==> config.mk <==
export PLATFORM = sky130hd
export DESIGN_NAME = ram_block_writer_flat
export DESIGN_NICKNAME = d
export VERILOG_FILES = /design/src/rtl/ram_block_writer_pkg.sv /design/src/rtl/ram_block_writer_if.sv /design/src/rtl/ram_block_fifo.sv /design/src/rtl/ram_block_writer.sv /design/src/flat_wrapper.sv
export SDC_FILE = /design/constraint.sdc
export NUM_CORES = 1
export LEC_CHECK = 0
export BUFFER_PORTS_ARGS = -buffer_cell sky130_fd_sc_hd__buf_2
export CORE_MARGIN = 2
export CORE_UTILIZATION = 62
export DETAILED_ROUTE_END_ITERATION = 10
export GPL_TIMING_DRIVEN = 0
export PLACE_DENSITY = 0.8
export SKIP_LAST_GASP = 1
export SLEW_MARGIN = 20
export SYNTH_ARGS = -nofsm -noshare
export SYNTH_HDL_FRONTEND = slang
export SYNTH_HIERARCHICAL = 1
export SYNTH_SLANG_ARGS = --single-unit
==> constraint.sdc <==
create_clock -name clk -period 6.45 [get_ports clk]
set_input_delay 0.3225 -clock clk [delete_from_list [all_inputs] [get_ports clk]]
set_output_delay 0.3225 -clock clk [all_outputs]
set_load 0.05 [all_outputs]
==> src/rtl/ram_block_writer_pkg.sv <==
// ram_block_writer_pkg: shared word width, block address width and FSM encoding
package ram_block_writer_pkg;
    localparam int WORD_W  = 16;
    localparam int BLOCK_W = 21;
    typedef enum logic [2:0] {S_IDLE, S_FILL, S_CMD, S_DATA, S_DONE} state_t;
endpackage

==> src/rtl/ram_block_writer_if.sv <==
// ram_block_writer_if: job control, input stream and RAMController cmd/data signals
interface ram_block_writer_if
    import ram_block_writer_pkg::*;
#(
    parameter int BlockWidth = BLOCK_W
);
    logic                  ctrl_start;
    logic [BlockWidth-1:0] ctrl_block;
    logic [BlockWidth-1:0] ctrl_blockCount;
    logic                  ctrl_busy;
    logic                  ctrl_done;
    logic                  in_valid;
    logic                  in_ready;
    logic [WORD_W-1:0]     in_data;
    logic                  cmd_ready;
    logic                  cmd_trigger;
    logic [BlockWidth-1:0] cmd_block;
    logic                  cmd_write;
    logic                  data_ready;
    logic                  data_trigger;
    logic [WORD_W-1:0]     data_write;

    modport master (
        input  ctrl_start, ctrl_block, ctrl_blockCount, in_valid, in_data, cmd_ready, data_ready,
        output ctrl_busy, ctrl_done, in_ready, cmd_trigger, cmd_block, cmd_write, data_trigger, data_write
    );

    modport slave (
        output ctrl_start, ctrl_block, ctrl_blockCount, in_valid, in_data, cmd_ready, data_ready,
        input  ctrl_busy, ctrl_done, in_ready, cmd_trigger, cmd_block, cmd_write, data_trigger, data_write
    );
endinterface

==> src/rtl/ram_block_fifo.sv <==
// ram_block_fifo: synchronous first-word-fall-through FIFO buffering stream words
module ram_block_fifo
    import ram_block_writer_pkg::*;
#(
    parameter int Width = WORD_W,
    parameter int Depth = 32
) (
    input  logic                   clk,
    input  logic                   rst_,
    input  logic                   push,
    input  logic                   pop,
    input  logic [Width-1:0]       din,
    output logic [Width-1:0]       dout,
    output logic [$clog2(Depth):0] count,
    output logic                   full,
    output logic                   empty
);
    localparam int PtrW = $clog2(Depth);

    logic [Width-1:0] r_mem [Depth];
    logic [PtrW-1:0]  r_wr;
    logic [PtrW-1:0]  r_rd;
    logic [PtrW:0]    r_count;
    logic             w_push;
    logic             w_pop;

    assign full   = r_count == (PtrW+1)'(Depth);
    assign empty  = r_count == '0;
    assign w_push = push && !full;
    assign w_pop  = pop && !empty;
    assign dout   = r_mem[r_rd];
    assign count  = r_count;

    // storage has no reset: the head is don't-care while empty
    always_ff @(posedge clk) begin
        if (w_push) r_mem[r_wr] <= din;
    end

    // pointers wrap naturally because Depth is a power of two
    always_ff @(posedge clk or negedge rst_) begin
        if (!rst_) begin
            r_wr    <= '0;
            r_rd    <= '0;
            r_count <= '0;
        end else begin
            if (w_push) r_wr <= r_wr + 1'b1;
            if (w_pop) r_rd <= r_rd + 1'b1;
            r_count <= r_count + (PtrW+1)'(w_push) - (PtrW+1)'(w_pop);
        end
    end
endmodule

==> src/rtl/ram_block_writer.sv <==
// ram_block_writer: buffers a word stream and writes it to SDRAM as whole blocks
module ram_block_writer
    import ram_block_writer_pkg::*;
#(
    parameter int BlockWidth = BLOCK_W,
    parameter int BlockSize  = 16,
    parameter int FifoDepth  = 32
) (
    input logic                clk,
    input logic                rst_,
    ram_block_writer_if.master bus
);
    localparam int SizeLog = $clog2(BlockSize);
    localparam int CountW  = $clog2(FifoDepth) + 1;
    localparam int AccW    = BlockWidth + SizeLog + 1;
    localparam int BeatW   = SizeLog + 1;

    state_t                r_state;
    state_t                w_next;
    logic [BlockWidth-1:0] r_block;
    logic [BlockWidth-1:0] r_left;
    logic [BlockWidth-1:0] r_total;
    logic [AccW-1:0]       r_accepted;
    logic [AccW-1:0]       w_limit;
    logic [BeatW-1:0]      r_beats;
    logic [CountW-1:0]     w_count;
    logic                  w_full;
    logic                  w_empty;
    logic                  w_busy;
    logic                  w_push;
    logic                  w_pop;
    logic                  w_end;

    assign w_busy  = r_state != S_IDLE;
    assign w_limit = (AccW'(r_total) + AccW'(1)) << SizeLog;
    assign w_push  = bus.in_valid && bus.in_ready;
    assign w_pop   = bus.data_trigger && bus.data_ready;
    assign w_end   = r_state == S_DATA && bus.cmd_ready;

    assign bus.ctrl_busy    = w_busy;
    assign bus.ctrl_done    = r_state == S_DONE;
    assign bus.in_ready     = w_busy && !w_full && r_accepted < w_limit;
    assign bus.cmd_trigger  = r_state == S_CMD;
    assign bus.cmd_block    = r_block;
    assign bus.cmd_write    = 1'b1;
    assign bus.data_trigger = r_state == S_DATA && !bus.cmd_ready && !w_empty;

    ram_block_fifo #(.Width(WORD_W), .Depth(FifoDepth)) u_fifo (
        .clk   (clk),
        .rst_  (rst_),
        .push  (w_push),
        .pop   (w_pop),
        .din   (bus.in_data),
        .dout  (bus.data_write),
        .count (w_count),
        .full  (w_full),
        .empty (w_empty)
    );

    // job sequencing: a command is only requested once a whole block is buffered
    always_comb begin
        w_next = r_state;
        case (r_state)
            S_IDLE:  w_next = bus.ctrl_start ? S_FILL : S_IDLE;
            S_FILL:  w_next = w_count >= CountW'(BlockSize) ? S_CMD : S_FILL;
            S_CMD:   w_next = bus.cmd_ready ? S_DATA : S_CMD;
            S_DATA:  w_next = !bus.cmd_ready ? S_DATA : (r_left != '0 ? S_FILL : S_DONE);
            default: w_next = S_IDLE;
        endcase
    end

    // state register
    always_ff @(posedge clk or negedge rst_) begin
        if (!rst_) r_state <= S_IDLE;
        else r_state <= w_next;
    end

    // job parameters, accepted-word count and per-block beat count
    always_ff @(posedge clk or negedge rst_) begin
        if (!rst_) begin
            r_block    <= '0;
            r_left     <= '0;
            r_total    <= '0;
            r_accepted <= '0;
            r_beats    <= '0;
        end else begin
            if (w_push) r_accepted <= r_accepted + 1'b1;
            if (r_state == S_IDLE && bus.ctrl_start) begin
                r_block    <= bus.ctrl_block;
                r_left     <= bus.ctrl_blockCount;
                r_total    <= bus.ctrl_blockCount;
                r_accepted <= '0;
            end else if (w_end && r_left != '0) begin
                r_block <= r_block + 1'b1;
                r_left  <= r_left - 1'b1;
            end
            if (r_state == S_CMD) r_beats <= '0;
            else if (w_pop) r_beats <= r_beats + 1'b1;
        end
    end

    // the controller must have taken exactly one block before it reports idle
    a_block_len: assert property (@(posedge clk) disable iff (!rst_) w_end |-> r_beats == BeatW'(BlockSize));
endmodule

==> src/flat_wrapper.sv <==
// flat-port wrapper written by rule: the top's interface ports become plain ports
module ram_block_writer_flat import ram_block_writer_pkg::*;
#(
    parameter int BlockWidth = BLOCK_W,
    parameter int BlockSize  = 16,
    parameter int FifoDepth  = 32
)
  (clk, rst_, bus_ctrl_start, bus_ctrl_block, bus_ctrl_blockCount, bus_in_valid, bus_in_data, bus_cmd_ready, bus_data_ready, bus_ctrl_busy, bus_ctrl_done, bus_in_ready, bus_cmd_trigger, bus_cmd_block, bus_cmd_write, bus_data_trigger, bus_data_write);
  ram_block_writer_if #(.BlockWidth(BlockWidth)) bus_i ();
  input logic clk;
  input logic rst_;
  input wire logic [$bits(bus_i.ctrl_start)-1:0] bus_ctrl_start;
  input wire logic [$bits(bus_i.ctrl_block)-1:0] bus_ctrl_block;
  input wire logic [$bits(bus_i.ctrl_blockCount)-1:0] bus_ctrl_blockCount;
  input wire logic [$bits(bus_i.in_valid)-1:0] bus_in_valid;
  input wire logic [$bits(bus_i.in_data)-1:0] bus_in_data;
  input wire logic [$bits(bus_i.cmd_ready)-1:0] bus_cmd_ready;
  input wire logic [$bits(bus_i.data_ready)-1:0] bus_data_ready;
  output wire logic [$bits(bus_i.ctrl_busy)-1:0] bus_ctrl_busy;
  output wire logic [$bits(bus_i.ctrl_done)-1:0] bus_ctrl_done;
  output wire logic [$bits(bus_i.in_ready)-1:0] bus_in_ready;
  output wire logic [$bits(bus_i.cmd_trigger)-1:0] bus_cmd_trigger;
  output wire logic [$bits(bus_i.cmd_block)-1:0] bus_cmd_block;
  output wire logic [$bits(bus_i.cmd_write)-1:0] bus_cmd_write;
  output wire logic [$bits(bus_i.data_trigger)-1:0] bus_data_trigger;
  output wire logic [$bits(bus_i.data_write)-1:0] bus_data_write;
  assign bus_i.ctrl_start = bus_ctrl_start;
  assign bus_i.ctrl_block = bus_ctrl_block;
  assign bus_i.ctrl_blockCount = bus_ctrl_blockCount;
  assign bus_i.in_valid = bus_in_valid;
  assign bus_i.in_data = bus_in_data;
  assign bus_i.cmd_ready = bus_cmd_ready;
  assign bus_i.data_ready = bus_data_ready;
  assign bus_ctrl_busy = bus_i.ctrl_busy;
  assign bus_ctrl_done = bus_i.ctrl_done;
  assign bus_in_ready = bus_i.in_ready;
  assign bus_cmd_trigger = bus_i.cmd_trigger;
  assign bus_cmd_block = bus_i.cmd_block;
  assign bus_cmd_write = bus_i.cmd_write;
  assign bus_data_trigger = bus_i.data_trigger;
  assign bus_data_write = bus_i.data_write;
  ram_block_writer #(.BlockWidth(BlockWidth), .BlockSize(BlockSize), .FifoDepth(FifoDepth)) u_core (.clk(clk), .rst_(rst_), .bus(bus_i));
endmodule
### Word-level counts from Yosys, hierarchy flattened

Memory sizes are Yosys's and may differ from the RTL's.
Cells that the tools add are included.

| operators by class | value |
|---|---|
| add/sub/neg operators | 8 |
| order comparisons | 2 |
| equality and inequality tests | 5 |
| muxes and demuxes | 14 |
| reduce and logical (&&, ||, !) cells | 20 |

Operators by type and width:

| operator | count |
|---|---|
| two-way mux 21 bit | 4 |
| two-way mux 26 bit | 2 |
| adder 26 x 1 -> 26 bit (second input constant) | 1 |
| less-than comparator 26 bit | 1 |
| adder 21 x 1 -> 22 bit (second input constant) | 1 |
| adder 21 x 1 -> 21 bit (second input constant) | 1 |
| nonzero test 21 bit | 1 |
| subtractor 21 x 1 -> 21 bit (second input constant) | 1 |
| one-hot mux 3 bit (4 select lines) | 1 |
| logical AND 1 bit | 11 |
| adder 5 x 1 -> 5 bit (second input constant) | 2 |
| adder 6 x 1 -> 6 bit | 1 |
| equality test 3 x 2 -> 1 bit (second input constant) | 2 |
| equality test 6 bit (second input constant) | 1 |
| >= comparator 6 x 5 -> 1 bit (second input constant) | 1 |
| logical NOT 6 bit | 1 |
| two-way mux 3 bit | 2 |
| subtractor 6 x 1 -> 6 bit | 1 |
| two-way mux 1 bit | 4 |
| nonzero test 2 bit | 2 |
| equality test 3 x 1 -> 1 bit (second input constant) | 1 |
| equality test 3 bit (second input constant) | 1 |
| logical NOT 1 bit | 3 |
| logical NOT 3 bit | 1 |
| 2 further kinds | 2 |

| storage, ports and cells | value |
|---|---|
| register bits after elaboration | 108 |
| RAM bits | 512 |
| input bits | 64 |
| output and inout bits | 43 |
| memories | 1 |

Memory list:

| name | depth | bits a word | rd ports | clocked after Yosys merged registers in | write ports | RTL line | RTL |
|---|---|---|---|---|---|---|---|
| u_core.u_fifo.r_mem | 32 | 16 | 1 | 0 | 1 | ram_block_fifo.sv:20 | `logic [Width-1:0] r_mem [Depth];` |

### Logic depth before layout (Yosys ltp)

| depth | value |
|---|---|
| depth in word-level cells | 8 |
| depth in mapped cells | 24 |

### Modules after synthesis

Netlist, hierarchy kept.

Modules (own cells, without submodules):

| module | instances | cells each | area each (um^2) | seq. area each (um^2) |
|---|---|---|---|---|
| ram_block_fifo | 1 | 969 | 20642.3 | 15775.1 |
| ram_block_writer | 1 | 648 | 5610.4 | 2302.2 |

### Least setup slack after synthesis

OpenSTA, ideal clock, no wires.

| timing | value |
|---|---|
| path type | register to register |
| start point | register u_core.r_total[2] |
| end point | memory u_core/u_fifo/r_mem[31][0] (netlist name) (enable) |
| library setup time | 0.388 ns |
| data arrival time | 4.075 ns |
| required time | 6.062 ns |
| setup slack | 1.987 ns |
| cell stages (with the launch flop) | 20 |
| path buffers | 2 |
| clock period less this slack | 4.463 ns |
| cells stage by stage | dfrtp_1 -> and3_1 -> and3_1 -> and3_1 -> clkbuf_1 -> and3_1 -> nand4_1 -> xor2_1 -> ha_1 -> a21oi_1 -> o21a_1 -> a2bb2oi_1 -> nand4_1 -> inv_2 -> nand2_2 -> inv_1 -> nor2b_1 -> clkbuf_1 -> nand2_1 -> nor2_1 |

| between the ends | value |
|---|---|
| longest elaborated chain between the ends | 7 |

RTL lines:

| element | RTL line | RTL |
|---|---|---|
| start: declaration | ram_block_writer.sv:22 | `logic [BlockWidth-1:0] r_total;` |
| start signal: assignment | ram_block_writer.sv:91 | `r_total <= bus.ctrl_blockCount;` |
| adder 21 x 1 -> 22 bit | ram_block_writer.sv:35 | `assign w_limit = (AccW'(r_total) + AccW'(1)) << SizeLog;` |
| less-than comparator 26 bit | ram_block_writer.sv:42 | `assign bus.in_ready = w_busy && !w_full && r_accepted < w_limit;` |
| logical AND 1 bit | ram_block_writer.sv:42 |  |
| logical AND 1 bit | ram_block_writer.sv:36 | `assign w_push = bus.in_valid && bus.in_ready;` |
| named net u_core.w_push | ram_block_writer.sv:30 | `logic w_push;` |
| logical AND 1 bit | ram_block_fifo.sv:29 | `assign w_push = push && !full;` |
| named net u_core.u_fifo.w_push | ram_block_fifo.sv:24 | `logic w_push;` |
| two-way mux 1 bit | ram_block_fifo.sv:36 | `if (w_push) r_mem[r_wr] <= din;` |
| two-way mux 1 bit (not written as such) | ram_block_fifo.sv:36 |  |
| end: declaration | ram_block_fifo.sv:20 |  |

The timed path passes the listed nets, and every way through them passes these cells.

### Final worst setup path

| timing | value |
|---|---|
| start point | register u_core.r_total[2] |
| end point | memory u_core/u_fifo/r_mem[13][11] (netlist name) (enable) |

The elaborated chain is that of the path after synthesis.

==> qor.txt <==
crit path DAT: 5.83 ns
status: finished clean
Slowest cell on crit path: nor2_2
max incr delay on CP: 0.92 ns
Worst-Skew Late Latency: 0.63 ns
final worst setup slack: 0.839 ns
pre-CTS WS: 1.05 ns
Worst Path Max Fanout: 16
first-pass GRT wire length: 100000 um
area growth from synthesis to layout: 14.6%
Die H: 210 um
fillers: 2510
largest net degree at the start of global routing: 58
Clock Skew: 0.0450 ns
Cells after Synth: 1617
worst-case vdd ir drop: 0.416 mV
Cell Pwr Density: 426 nW/um^2
multi-input logic area: 7510 um^2
initial drt markers: 2050
Post-CTS Resized: 0
Clock transition at path regs: 0.06 ns
Hold Crit Class: in -> reg
DR pass1 iterations: 5
most frequent CP cell: and3_1
CP Class: reg -> reg
asr flop ratio synth: 0.174
initial antenna violation count: 1
most area-hungry cell type in the Yosys netlist: edfxtp_1
Area contributors post-synth: edfxtp_1, dfrtp_1, mux4_2, mux2i_1, ha_1
register area share after synthesis: 0.689
# diodes: 0
library cells used by synthesis: 77
Cell Chain, Critical Path: and3_1 > and3_1 > and3_1 > clkbuf_1 > and3_1 > nand4_1 > xor2_1 > ha_1 > a21oi_1 > o21a_1 > a2bb2oi_1 > nand4_1 > inv_2 > nand2_2 > inv_1 > nor2b_1 > clkbuf_1 > nand2_1 > nor2_2
register bit total from synthesis: 620
vias in the first global route: 16200
clock period minus worst slack: 5.61 ns
register area: 18100 um^2
LEAKAGE: 0.0107 uW
RR Endpoint: u_core/u_fifo/r_mem[13][11]$_DFFE_PP_
CP required: 6.67 ns
final hold vios: 0
Die Wd: 210 um
layout cells sized above 1: 0.198
Critical R2R Launch: u_core/r_total[2]$_DFFE_PN0P_
placed instance count: 2289
Slew Limit Fails: 0
clk buf depth: 3
Worst R2R Path Depth: 19
min-delay src: bus_cmd_ready
actual slew at the worst max-slew pin: 0.992 ns
via count: 16100
DP HPWL: 41400 um
Final ANT Viol Nets: 0
Hold Path Depth: 4
Max Clk Rate: 178 MHz
vias per cell: 6.58
core box area: 41900 um^2
routability cong.: 0.919
relative slew slack: 0.338
Avg Cell Area, Syn: 16.2 um^2
H-tree levels: 2
hold path endpoint: u_core/r_state[1]$_DFF_PN0_
Synth Flop Type: edfxtp_1
endpoint class of the critical path: flop
Post-Syn Nets: 1721
most frequent cells in the layout: edfxtp_1, nand2_1, buf_2
EDFF count, synth: 512
Reg2Reg Setup Slack: 0.84 ns
Starting Density: 0.627
die footprint: 44000 um^2
Yosys warnings: 6
drc violations: 0
IO Count: 107
grt total ovfl: 0
Root Buffer Master: clkbuf_16
final setup fails: 0
cts bufs inserted: 58
Tot GR Track Use: 0.309
Finished Layout Cells: 2442
RSZ-0062 raised after global routing: false
wire per inst: 27.1 um
crit path launch type: flop
final WL: 66200 um
setup TNS: 0 ns
FP Rows: 75
Synth top area share: 0.586
most common cell after layout, fill and taps aside: edfxtp_1
CTS tree: yes
Final nets: 1957
input/output buffers: 105
crit share post-route: 0.870
clock sink count: 620
Mapped Area: 26300 um^2
max cap viols: 0
-- logic make-up after synthesis --
| logic type | after synthesis | share of synthesized area |
|---|---|---|
| compound gates | 221 | 0.0576 |
| xor+xnor | 66 | 0.0220 |
| mux | 169 | 0.113 |
| buf+inv | 126 | 0.0284 |
| simple gates | 374 | 0.0712 |
| fa+ha+maj | 40 | 0.0194 |
| other cells | 1 | 0.000143 |
| flops | 620 | 0.689 |
-- how the worst max path moves through the flow --
stage                                  startpoint                                    end  slack, ns
detailed placement  u_core/r_total[2]$_DFFE_PN0P_   u_core/u_fifo/r_mem[15][3]$_DFFE_PP_       1.05
CTS                 u_core/r_total[2]$_DFFE_PN0P_  u_core/u_fifo/r_mem[13][14]$_DFFE_PP_       0.98
floorplan           u_core/r_total[2]$_DFFE_PN0P_   u_core/u_fifo/r_mem[31][0]$_DFFE_PP_       1.99
global placement    u_core/r_total[2]$_DFFE_PN0P_   u_core/u_fifo/r_mem[19][9]$_DFFE_PP_       0.72
global route        u_core/r_total[2]$_DFFE_PN0P_  u_core/u_fifo/r_mem[15][11]$_DFFE_PP_       0.53
finish              u_core/r_total[2]$_DFFE_PN0P_  u_core/u_fifo/r_mem[13][11]$_DFFE_PP_       0.84
-- registers in the layout (all words and copies together) (netlist names) --
signal / cells
u_core/r_left: 21
u_core/r_accepted: 26
u_core/u_fifo/r_rd: 5
u_core/bus.cmd_block: 21
u_core/u_fifo/count: 6
u_core/r_state: 3
u_core/u_fifo/r_mem: 512
u_core/u_fifo/r_wr: 5
u_core/r_total: 21
-- cell type report --
class | count | area share
tap | 539 | 0.0224
sequential | 620 | 0.601
timing repair buffer | 176 | 0.0445
clock inverter | 34 | 0.00649
buffer | 81 | 0.0191
inverter | 45 | 0.00562
multi-input combinational | 871 | 0.250
clock buffer | 76 | 0.0512
-- synthesized netlist by cell type, types with 4 or more instances --
master	instances
mux2i_1	72
nand3b_1	4
a211oi_1	34
buf_2	12
o211ai_1	9
buf_6	16
dfrtp_1	108
clkbuf_1	29
nand2_1	126
xor2_1	33
or3_1	8
dlygate4sd1_1	6
and2_1	4
o31a_1	4
mux4_1	18
inv_1	44
buf_4	6
o221ai_1	24
mux4_2	78
nand3_1	47
nor3_1	12
a22o_1	15
o22ai_1	16
nor2b_1	7
xnor2_1	33
a21oi_1	39
nand4_1	24
edfxtp_1	512
a31oi_1	5
nor2_1	71
o21ai_1	32
or4_1	10
and3_1	12
nor4_1	15
nand2b_1	8
ha_1	39
o21ai_0	12
a22oi_1	18
-- worst max-delay path, delay by kind of cell (launching register included) --
kind            cells  cell delay, ns
simple gates       10            2.91
fa+ha+maj           1            0.30
compound gates      3            0.45
buf+inv             4            0.95
xor+xnor            1            0.17
flops               1            0.42
-- where the power goes --
group | internal, uW | switching, uW | total (uW) | leakage, uW
Combinational | 1650 | 2820 | 4480 | 0.00387
Sequential | 4800 | 355 | 5160 | 0.00597
Clock | 1690 | 1480 | 3170 | 0.000844
-- metal layers --
| metal | up-vias | routed length [um] | track usage |
|---|---|---|---|
| li1 | 6822 | - | - |
| met3 | 197 | 5620 | 0.0507 |
| met5 | - | 0 | 0 |
| met1 | 8102 | 24500 | 0.410 |
| met4 | 0 | 2970 | 0.124 |
| met2 | 959 | 33200 | 0.518 |
-- timing repair --
action,in CTS,in global routing
hold buffers,43,0
setup buffers,0,0
endpoints found under the hold margin,108,0
-- per-stage QoR --
step                utilization  area, um^2  hold slack [ns]  total power [uW]
floorplan                     -       26300           0.0269              8280
global placement          0.656       27500            0.500              9330
detailed placement        0.667       27900            0.311              9550
CTS                       0.719       30100           0.0779             12800
global route              0.719       30100           0.0956             13300
finish                    0.719       30100           0.0954             12800
Note: power is estimated with default switching activity, not from simulation.
